`src/rtl/output_if_pkg.sv`:
```
// Shared definitions for the result transmit path.
//   BYTE_W          : width of one serialized byte
//   tx_ser_state_t  : states of the result serializer FSM
package output_if_pkg;

    localparam int BYTE_W = 8;

    typedef enum logic [2:0] {
        IDLE      = 3'd0,
        LOAD      = 3'd1,
        START     = 3'd2,
        WAIT_ACK  = 3'd3,
        WAIT_DONE = 3'd4
    } tx_ser_state_t;

endpackage

```
`src/rtl/result_tx_serializer_word_fifo.sv`:
```
// word_fifo: small synchronous FIFO with first-word fall-through read data.
// Ports:
//   clk, reset        : clock, synchronous active-low reset
//   push, wr_data     : write request and data (ignored while full)
//   pop               : read request (ignored while empty)
//   rd_data           : head-of-queue word, valid whenever empty is 0
//   count, full, empty: occupancy status, all derived from registered state
module word_fifo #(
    parameter int WIDTH = 32,
    parameter int DEPTH = 4
) (
    input  logic                     clk,
    input  logic                     reset,
    input  logic                     push,
    input  logic [WIDTH-1:0]         wr_data,
    input  logic                     pop,
    output logic [WIDTH-1:0]         rd_data,
    output logic [$clog2(DEPTH):0]   count,
    output logic                     full,
    output logic                     empty
);

    localparam int PTR_W = $clog2(DEPTH);
    localparam int CNT_W = PTR_W + 1;

    logic [WIDTH-1:0] mem [DEPTH];
    logic [PTR_W-1:0] wr_ptr_reg;
    logic [PTR_W-1:0] rd_ptr_reg;
    logic [CNT_W-1:0] count_reg;
    logic             push_ok;
    logic             pop_ok;

    assign full    = (count_reg == CNT_W'(DEPTH));
    assign empty   = (count_reg == '0);
    assign count   = count_reg;
    // A full FIFO refuses a push even when a pop happens on the same edge,
    // because the producer saw ready deasserted for this cycle.
    assign push_ok = push && !full;
    assign pop_ok  = pop && !empty;
    assign rd_data = mem[rd_ptr_reg];

    // Storage carries no reset so it can map onto distributed RAM.
    always_ff @(posedge clk) begin
        if (push_ok) begin
            mem[wr_ptr_reg] <= wr_data;
        end
    end

    // Pointers are exactly PTR_W bits wide, so they wrap modulo DEPTH.
    always_ff @(posedge clk) begin
        if (!reset) begin
            wr_ptr_reg <= '0;
            rd_ptr_reg <= '0;
            count_reg  <= '0;
        end else begin
            if (push_ok) begin
                wr_ptr_reg <= wr_ptr_reg + PTR_W'(1);
            end
            if (pop_ok) begin
                rd_ptr_reg <= rd_ptr_reg + PTR_W'(1);
            end
            case ({push_ok, pop_ok})
                2'b10:   count_reg <= count_reg + CNT_W'(1);
                2'b01:   count_reg <= count_reg - CNT_W'(1);
                default: count_reg <= count_reg;
            endcase
        end
    end

endmodule

```
`src/rtl/result_tx_serializer.sv`:
```
// result_tx_serializer: buffers result words and feeds them to uart_tx one
// byte at a time using a start-pulse / busy handshake.
// Ports:
//   clk, reset                 : clock, synchronous active-low reset
//   result_data, result_valid  : result word from the processing core
//   result_ready               : FIFO can take a word this cycle
//   tx_data, tx_start          : byte and one-cycle start pulse to uart_tx
//   tx_busy                    : uart_tx is transmitting
//   fifo_count                 : words waiting in the FIFO
//   busy                       : a word is in flight or words are queued
module result_tx_serializer
    import output_if_pkg::*;
#(
    parameter int WORD_BYTES = 4,
    parameter int FIFO_DEPTH = 4,
    parameter int MSB_FIRST  = 0
) (
    input  logic                              clk,
    input  logic                              reset,
    input  logic [BYTE_W*WORD_BYTES-1:0]      result_data,
    input  logic                              result_valid,
    output logic                              result_ready,
    output logic [BYTE_W-1:0]                 tx_data,
    output logic                              tx_start,
    input  logic                              tx_busy,
    output logic [$clog2(FIFO_DEPTH):0]       fifo_count,
    output logic                              busy
);

    localparam int W     = BYTE_W * WORD_BYTES;
    localparam int IDX_W = (WORD_BYTES > 1) ? $clog2(WORD_BYTES) : 1;

    tx_ser_state_t      state_reg;
    logic [W-1:0]       word_reg;
    logic [IDX_W-1:0]   byte_idx_reg;
    logic [BYTE_W-1:0]  tx_data_reg;
    logic               tx_start_reg;

    logic [W-1:0]       fifo_rd_data;
    logic               fifo_full;
    logic               fifo_empty;
    logic               fifo_pop;
    logic [IDX_W-1:0]   sel_idx;
    logic [BYTE_W-1:0]  sel_byte;
    logic [BYTE_W-1:0]  word_bytes [WORD_BYTES];
    logic               last_byte;

    // Only an idle FSM takes the next word out of the FIFO.
    assign fifo_pop = (state_reg == IDLE) && !fifo_empty;

    word_fifo #(
        .WIDTH (W),
        .DEPTH (FIFO_DEPTH)
    ) u_fifo (
        .clk     (clk),
        .reset   (reset),
        .push    (result_valid),
        .wr_data (result_data),
        .pop     (fifo_pop),
        .rd_data (fifo_rd_data),
        .count   (fifo_count),
        .full    (fifo_full),
        .empty   (fifo_empty)
    );

    // Split the held word into bytes; byte 0 is bits 7:0.
    generate
        for (genvar gi = 0; gi < WORD_BYTES; gi++) begin : g_bytes
            assign word_bytes[gi] = word_reg[gi*BYTE_W +: BYTE_W];
        end
    endgenerate

    always_comb begin
        sel_idx = byte_idx_reg;
        if (MSB_FIRST != 0) begin
            sel_idx = IDX_W'(WORD_BYTES - 1) - byte_idx_reg;
        end
    end

    assign sel_byte     = word_bytes[sel_idx];
    assign last_byte    = (byte_idx_reg == IDX_W'(WORD_BYTES - 1));
    assign result_ready = !fifo_full;
    assign tx_data      = tx_data_reg;
    assign tx_start     = tx_start_reg;
    assign busy         = (state_reg != IDLE) || !fifo_empty;

    always_ff @(posedge clk) begin
        if (!reset) begin
            state_reg    <= IDLE;
            word_reg     <= '0;
            byte_idx_reg <= '0;
            tx_data_reg  <= '0;
            tx_start_reg <= 1'b0;
        end else begin
            tx_start_reg <= 1'b0;
            case (state_reg)
                IDLE: begin
                    if (!fifo_empty) begin
                        word_reg     <= fifo_rd_data;
                        byte_idx_reg <= '0;
                        state_reg    <= LOAD;
                    end
                end
                LOAD: begin
                    // tx_data only changes here, so it is stable for the
                    // whole start/ack/done handshake that follows.
                    tx_data_reg  <= sel_byte;
                    tx_start_reg <= 1'b1;
                    state_reg    <= START;
                end
                START: begin
                    // tx_busy is not looked at here; a busy left over from the
                    // previous byte must not be taken as the acknowledge.
                    state_reg <= WAIT_ACK;
                end
                WAIT_ACK: begin
                    if (tx_busy) begin
                        state_reg <= WAIT_DONE;
                    end
                end
                WAIT_DONE: begin
                    if (!tx_busy) begin
                        if (last_byte) begin
                            state_reg <= IDLE;
                        end else begin
                            byte_idx_reg <= byte_idx_reg + IDX_W'(1);
                            state_reg    <= LOAD;
                        end
                    end
                end
                default: state_reg <= IDLE;
            endcase
        end
    end

endmodule

```
`config.mk`:
```
export PLATFORM = sky130hd
export DESIGN_NAME = result_tx_serializer
export DESIGN_NICKNAME = d
export VERILOG_FILES = /design/src/rtl/output_if_pkg.sv /design/src/rtl/result_tx_serializer_word_fifo.sv /design/src/rtl/result_tx_serializer.sv
export SDC_FILE = /design/constraint.sdc
export NUM_CORES = 1
export LEC_CHECK = 0
export BUFFER_PORTS_ARGS = -buffer_cell sky130_fd_sc_hd__buf_4
export CORE_MARGIN = 5
export CORE_UTILIZATION = 67
export CTS_BUF_LIST = sky130_fd_sc_hd__clkbuf_8
export CTS_CLUSTER_DIAMETER = 60
export DETAILED_ROUTE_END_ITERATION = 8
export PLACE_DENSITY = 0.93
export SYNTH_ARGS = -nofsm -noshare
export SYNTH_HDL_FRONTEND = slang
export SYNTH_SLANG_ARGS = --single-unit
```
`constraint.sdc`:
```
create_clock -name clk -period 6.2 [get_ports clk]
set_input_delay 1.24 -clock clk [delete_from_list [all_inputs] [get_ports clk]]
set_output_delay 1.24 -clock clk [all_outputs]
set_load 0.05 [all_outputs]
```
# Word level (Yosys, flattened, before mapping)
# Memories as Yosys holds them, arrays and structs flattened. A register that Yosys moved wholly into a read port is not among the register bits.
# Index checks and enable logic that the tools add are counted.
# W data, S select, Z words.
totals:
  reg_bits: 21
  ram_bits: 128
  in_bits: 36
  output_inout_bits: 14
  elab_cells: 59
  n_memories: 1
memory_table:
  columns: ["name", "words", "width", "rd", "rd_ports_with_merged_regs", "write_ports", "line", "text"]
  rows:
  - ["u_fifo.mem", 4, 32, 1, 1, 1, "result_tx_serializer_word_fifo.sv:26", "logic [WIDTH-1:0] mem [DEPTH];"]
classes:
  add_sub_neg: 5
  magnitude_cmp: 1
  n_eq_ne: 12
  mux: 16
  n_bitwise: 2
  n_reduce_logical: 15
ops:
  columns: ["cell", "n"]
  rows:
  - ["$bmux W8 S2", 1]
  - ["$mux W8", 2]
  - ["$pmux W3 S5", 1]
  - ["$mux W3", 3]
  - ["$ne A2 B2 Y1 const B", 4]
  - ["$add A2 B1 Y2 const B", 3]
  - ["$eq A3 B2 Y1 const B", 2]
  - ["$eq A3 B3 Y1 const B", 2]
  - ["$logic_not A3 Y1", 2]
  - ["$mux W2", 3]
  - ["$pmux W3 S2", 1]
  - ["$eq A2 B2 Y1 const B", 2]
  - ["$mux W1", 4]
  - ["$pmux W2 S2", 1]
  - ["$reduce_and A4 Y1", 1]
  - ["$reduce_bool A2 Y1", 2]
  - ["$add A3 B1 Y3 const B", 1]
  - ["$eq A3 B1 Y1 const B", 1]
  - ["$ge A3 B3 Y1 const B", 1]
  - ["$logic_and A1 B1 Y1", 3]
  - ["$logic_not A1 Y1", 3]
  - ["$not A2 Y3", 1]
  - ["$reduce_and A3 Y1", 1]
  - ["$reduce_bool A3 Y1", 1]
  - ["5 further kinds", 5]

# Longest topological paths before layout
logic_depth:
  word_depth: 6
  depth_mapped: 9
  mapped_depth_nobuf: 7

# Modules after synthesis
# A second synthesis with hierarchy kept.
unflattened:
  cells_unflattened: 432
  hier_area_um2: 7218.2
modules_own_cells:
  columns: ["module", "n_inst", "cells_per_inst", "area_each_um2", "seq_area_each_um2"]
  rows:
  - ["word_fifo", 1, 221, 5144.9, 4023.9]
  - ["result_tx_serializer", 1, 211, 2073.2, 920.9]

# Worst setup path before layout
# OpenSTA, ideal clock, no wires.
synth_path:
  kind: "reg-to-reg"
  startpoint: "register u_fifo.count_reg[0], in the netlist u_fifo.count[0]"
  endpoint: "register u_fifo.count_reg[2], in the netlist u_fifo.count[2]"
  setup_time_ps: 73
  arrival_time_ps: 2803
  t_required_ps: 6127
  path_slack_ps: 3324
  path_stages_with_launch: 9
  n_path_buf: 1
  period_less_slack_ps: 2876
  cell_sequence: "dfxtp_1 or3b_1 clkbuf_1 nand2_1 ha_1 fa_1 xnor2_1 or3_1 a21oi_1"
synth_via:
  elab_cells_between_ends: 13
  classes_between: "add/sub (2); eq/ne (3); mux (1); reduce/logical (7)"
synth_rtl:
  columns: ["element", "line", "text"]
  rows:
  - ["from (decl)", "result_tx_serializer_word_fifo.sv:29", "logic [CNT_W-1:0] count_reg;"]
  - ["from (signal assigned)", "result_tx_serializer_word_fifo.sv:63", "2'b10: count_reg <= count_reg + CNT_W'(1);"]
  - ["from (signal assigned)", "result_tx_serializer_word_fifo.sv:64", "2'b01: count_reg <= count_reg - CNT_W'(1);"]
  - ["from (signal assigned)", "result_tx_serializer_word_fifo.sv:65", "default: count_reg <= count_reg;"]
  - ["$eq A3 B3 Y1 *", "result_tx_serializer_word_fifo.sv:33", "assign full = (count_reg == CNT_W'(DEPTH));"]
  - ["$logic_not A1 Y1 *", null, null]
  - ["net result_ready", "result_tx_serializer.sv:22", "output logic result_ready,"]
  - ["$logic_and A1 B1 Y1 *", "result_tx_serializer_word_fifo.sv:38", "assign push_ok = push && !full;"]
  - ["$eq A2 B1 Y1 or $eq A2 B2 Y1 (tied branches)", "result_tx_serializer_word_fifo.sv:62", "case ({push_ok, pop_ok})"]
  - ["$pmux W3 S2 or $reduce_bool A2 Y1 (tied branches)", null, null]
# Mark *: on every way through the listed nets, which the timed path passes. The rest lies on a longest branch.
# A chain may end at the register's enable or synchronous reset.

# Worst setup path in the final report
layout_path:
  startpoint: "input reset"
  endpoint: "register word_reg[18] (read register of u_fifo.mem)"
layout_via:
  elab_chain_len: 1
layout_lines:
  columns: ["element", "line", "text"]
  rows:
  - ["from (decl)", "result_tx_serializer.sv:19", "input logic reset,"]
  - ["$logic_not A1 Y1 (no source line)", null, null]
  - ["to (decl)", "result_tx_serializer.sv:34", "logic [W-1:0] word_reg;"]
# Every way passes these cells.

==> results.yml <==
placed_design:
  port_buffers: 49
  dp_hpwl_um: 7830
  gp_congestion: 0.786
grt:
  track_usage_pct: 22.3
  antenna_found_initial: 0
  grt_overflow_total: 0
  grt_pass1_vias: 3853
  grt_pass1_wl_um: 20800
  grt_max_degree: 50
route:
  viasPerCell: 6.30
  drc: 0
  wl_um: 13200
  dr_total_vias: 3708
  wl_per_cell_um: 22.5
  ant_nets: 0
  drt_iter0_drc: 342
  drtPass1Iterations: 4
floorplanning:
  die_w_um: 112
  rows: 37
  initial_core_util_pct: 68.0
  die_area_sq_um: 12500
  core_area_sq_um: 10200
  ios: 50
  die_h_um: 112
worst_setup_path:
  path_max_fanout: 49
  crit_chain: "buf_4, clkinv_1, nor3_4, o2bb2ai_1"
  slowest_stage: "nor3_4"
  worstPathRequired_ns: 6.56
  max_stage_delay_ns: 1.11
  r2r_slack_ns: 3.54
  end_kind: "register"
  crit_type: "in -> reg"
  critPathArrivalTime_ns: 3.41
  critPathLaunchType: "input pin"
power_and_ir_drop:
  p_sw_share_pct: 30.5
  internal_power_mw: 2.18
  p_switching_mw: 0.955
  clkPwrFrac_pct: 24.2
  cellLeakagePower_nw: 2.62
  seq_power_share_pct: 51.8
  power-per-cell-area_nw_per_um2: 403
  vdd.ir_drop.worst_v: 0.000277
  pwr-share-comb_pct: 24.1
synth:
  synth_edf_count: 128
  synthCells: 393
  synth-seq-area-share_pct: 70.5
  synth_area_sq_um: 6960
  syn-num-nets: 436
  synth-main-ff-cell: "edfxtp_1"
  syn_avg_cell_area_sq_um: 17.7
  async_flop_share_pct: 0
  ys_types: 45
  synth_warnings: 0
  synth_seq_cells: 181
clocking:
  clock-sinks: 181
  cts_tree: "yes"
  clk_latency_ns: 0.45
  cts-resized-gates: 0
  htree_levels: 4
  cts_hold_buf: 0
  cts_root_buf: "clkbuf_8"
  cts_buffers: 17
  clkTransAtPathRegs_ns: 0.09
  clk_path_buf_depth: 2
  postCtsSetupBuffers: 0
timing:
  worst_slew_pin_slew_ns: 1.28
  rsz0062_at_grt: "false"
  finalMaxSlewViolations: 0
  finalCritPeriodShare_pct: 49.3
  finalCriticalPeriod_ns: 3.05
  fmax_mhz: 327
  slew_headroom_pct: 14.3
  final_hold_viol_count: 0
  tns_ns: 0
  report.final.setup_viol: 0
  skew_ns: 0.00930
layout:
  drive_above_1_share_pct: 29.6
  diodes: 0
  largest_register_ffs: 128
  synthToLayoutAreaGrowth_pct: 11.7
  nNetsFinal: 483
  nFillCells: 514
  final_core_util_pct: 76.0
run_status:
  status: "finished clean"
job:
  maxCapViolations: 0
worst_hold_path:
  hp-class: "reg -> reg"
[cells by family (layout without fill, tap and decap cells)]
| group | after synthesis | count (layout) | share of synthesized area, % |
|---|---|---|---|
| fa+ha+maj | 7 | 7 | 1.37 |
| compound gates | 54 | 54 | 6.49 |
| flops | 181 | 181 | 70.5 |
| xor+xnor | 2 | 2 | 0.252 |
| mux | 44 | 44 | 13.5 |
| simple gates | 75 | 75 | 5.50 |
| buf+inv | 30 | 90 | 2.37 |
[worst paths after layout]
| kind | cells past startpoint | end | startpoint |
|---|---|---|---|
| hold / removal | 2 | tx_data[2] | tx_data[2] |
| hold reg to reg | 2 | tx_data[2] | tx_data[2] |
| setup reg to reg | 7 | u_fifo.count[2] | state_reg[1] |
| setup / recovery | 4 | word_reg[18] | reset |
[cells in the final DEF, fill, tap and decap left out, drive strengths merged, types with 2 or more instances in the layout]
cell	instances
edfxtp	128
buf	55
dfxtp	53
nand2	45
mux4	40
o2bb2ai	40
clkbuf	18
clkinv	8
ha	6
inv	6
a21oi	5
and3	5
mux2i	4
nand3	4
or3	4
nor2	4
nor3	4
o21ai	3
a21o	2
bufinv	2
nor3b	2
[layer usage]
metal	global-route usage [%]	share of wire, %	up-vias
li1	-	-	1651
met1	28.8	38	1841
met2	35.8	51	180
met3	5.76	7.0	36
met4	10.9	3.9	0
met5	0	0	-
[power groups by stage]
| stage | combinational, mW | clock, mW | sequential (mW) |
|---|---|---|---|
| floorplan | 0.553 | 0 | 1.63 |
| global placement | 0.709 | 0 | 1.62 |
| detailed placement | 0.744 | 0 | 1.64 |
| CTS | 0.756 | 0.770 | 1.62 |
| global route | 0.808 | 0.818 | 1.64 |
| finish | 0.753 | 0.756 | 1.62 |
[worst max-delay path: cells and delay by family]
| family | cells | cell delay (ns) |
|---|---|---|
| and+or+nand+nor | 1 | 1.11 |
| buffers and inverters | 2 | 0.78 |
| AOI/OAI and AO/OA | 1 | 0.26 |
[per-stage QoR]
step | instances | cell area (sq um) | hold WS [ns] | worst slack (ns) | power, mW
global route | 589 | 7770 | 0.491 | 3.01 | 3.26
floorplan | 393 | 6960 | 0.439 | 3.32 | 2.18
detailed placement | 557 | 7390 | 0.459 | 2.72 | 2.38
CTS | 589 | 7770 | 0.471 | 3.17 | 3.14
finish | 589 | 7770 | 0.471 | 3.15 | 3.13
global placement | 557 | 7390 | 0.449 | 2.96 | 2.33
[synth_stat cells, types with 2 or more instances]
cell / n / share of area (%)
o2bb2ai_2: 2 / 0.43
mux4_2: 40 / 13
or3_1: 3 / 0.27
a21oi_1: 5 / 0.36
dfxtp_1: 53 / 15
o21ai_0: 3 / 0.22
nand3_1: 4 / 0.29
clkbuf_1: 10 / 0.54
ha_1: 6 / 1.1
a21o_1: 2 / 0.22
inv_1: 2 / 0.11
mux2i_1: 4 / 0.58
o2bb2ai_1: 38 / 4.8
and3_1: 4 / 0.36
buf_6: 4 / 0.65
buf_2: 8 / 0.58
edfxtp_1: 128 / 55
buf_4: 3 / 0.32
nor2_1: 3 / 0.16
nand2_1: 45 / 2.4
nor3_1: 2 / 0.14
[cell type report]
cell class                 instances  area [sq um]  area share (%)
clock inverter                    14           136            1.75
clock buffer                      18           248            3.19
tap                              136           170            2.19
sequential                       181          4910            63.1
inverter                           3          11.3           0.145
timing repair buffer              55           413            5.31
multi-input combinational        182          1890            24.3
No activity file was read; power rests on OpenSTA's default activity.
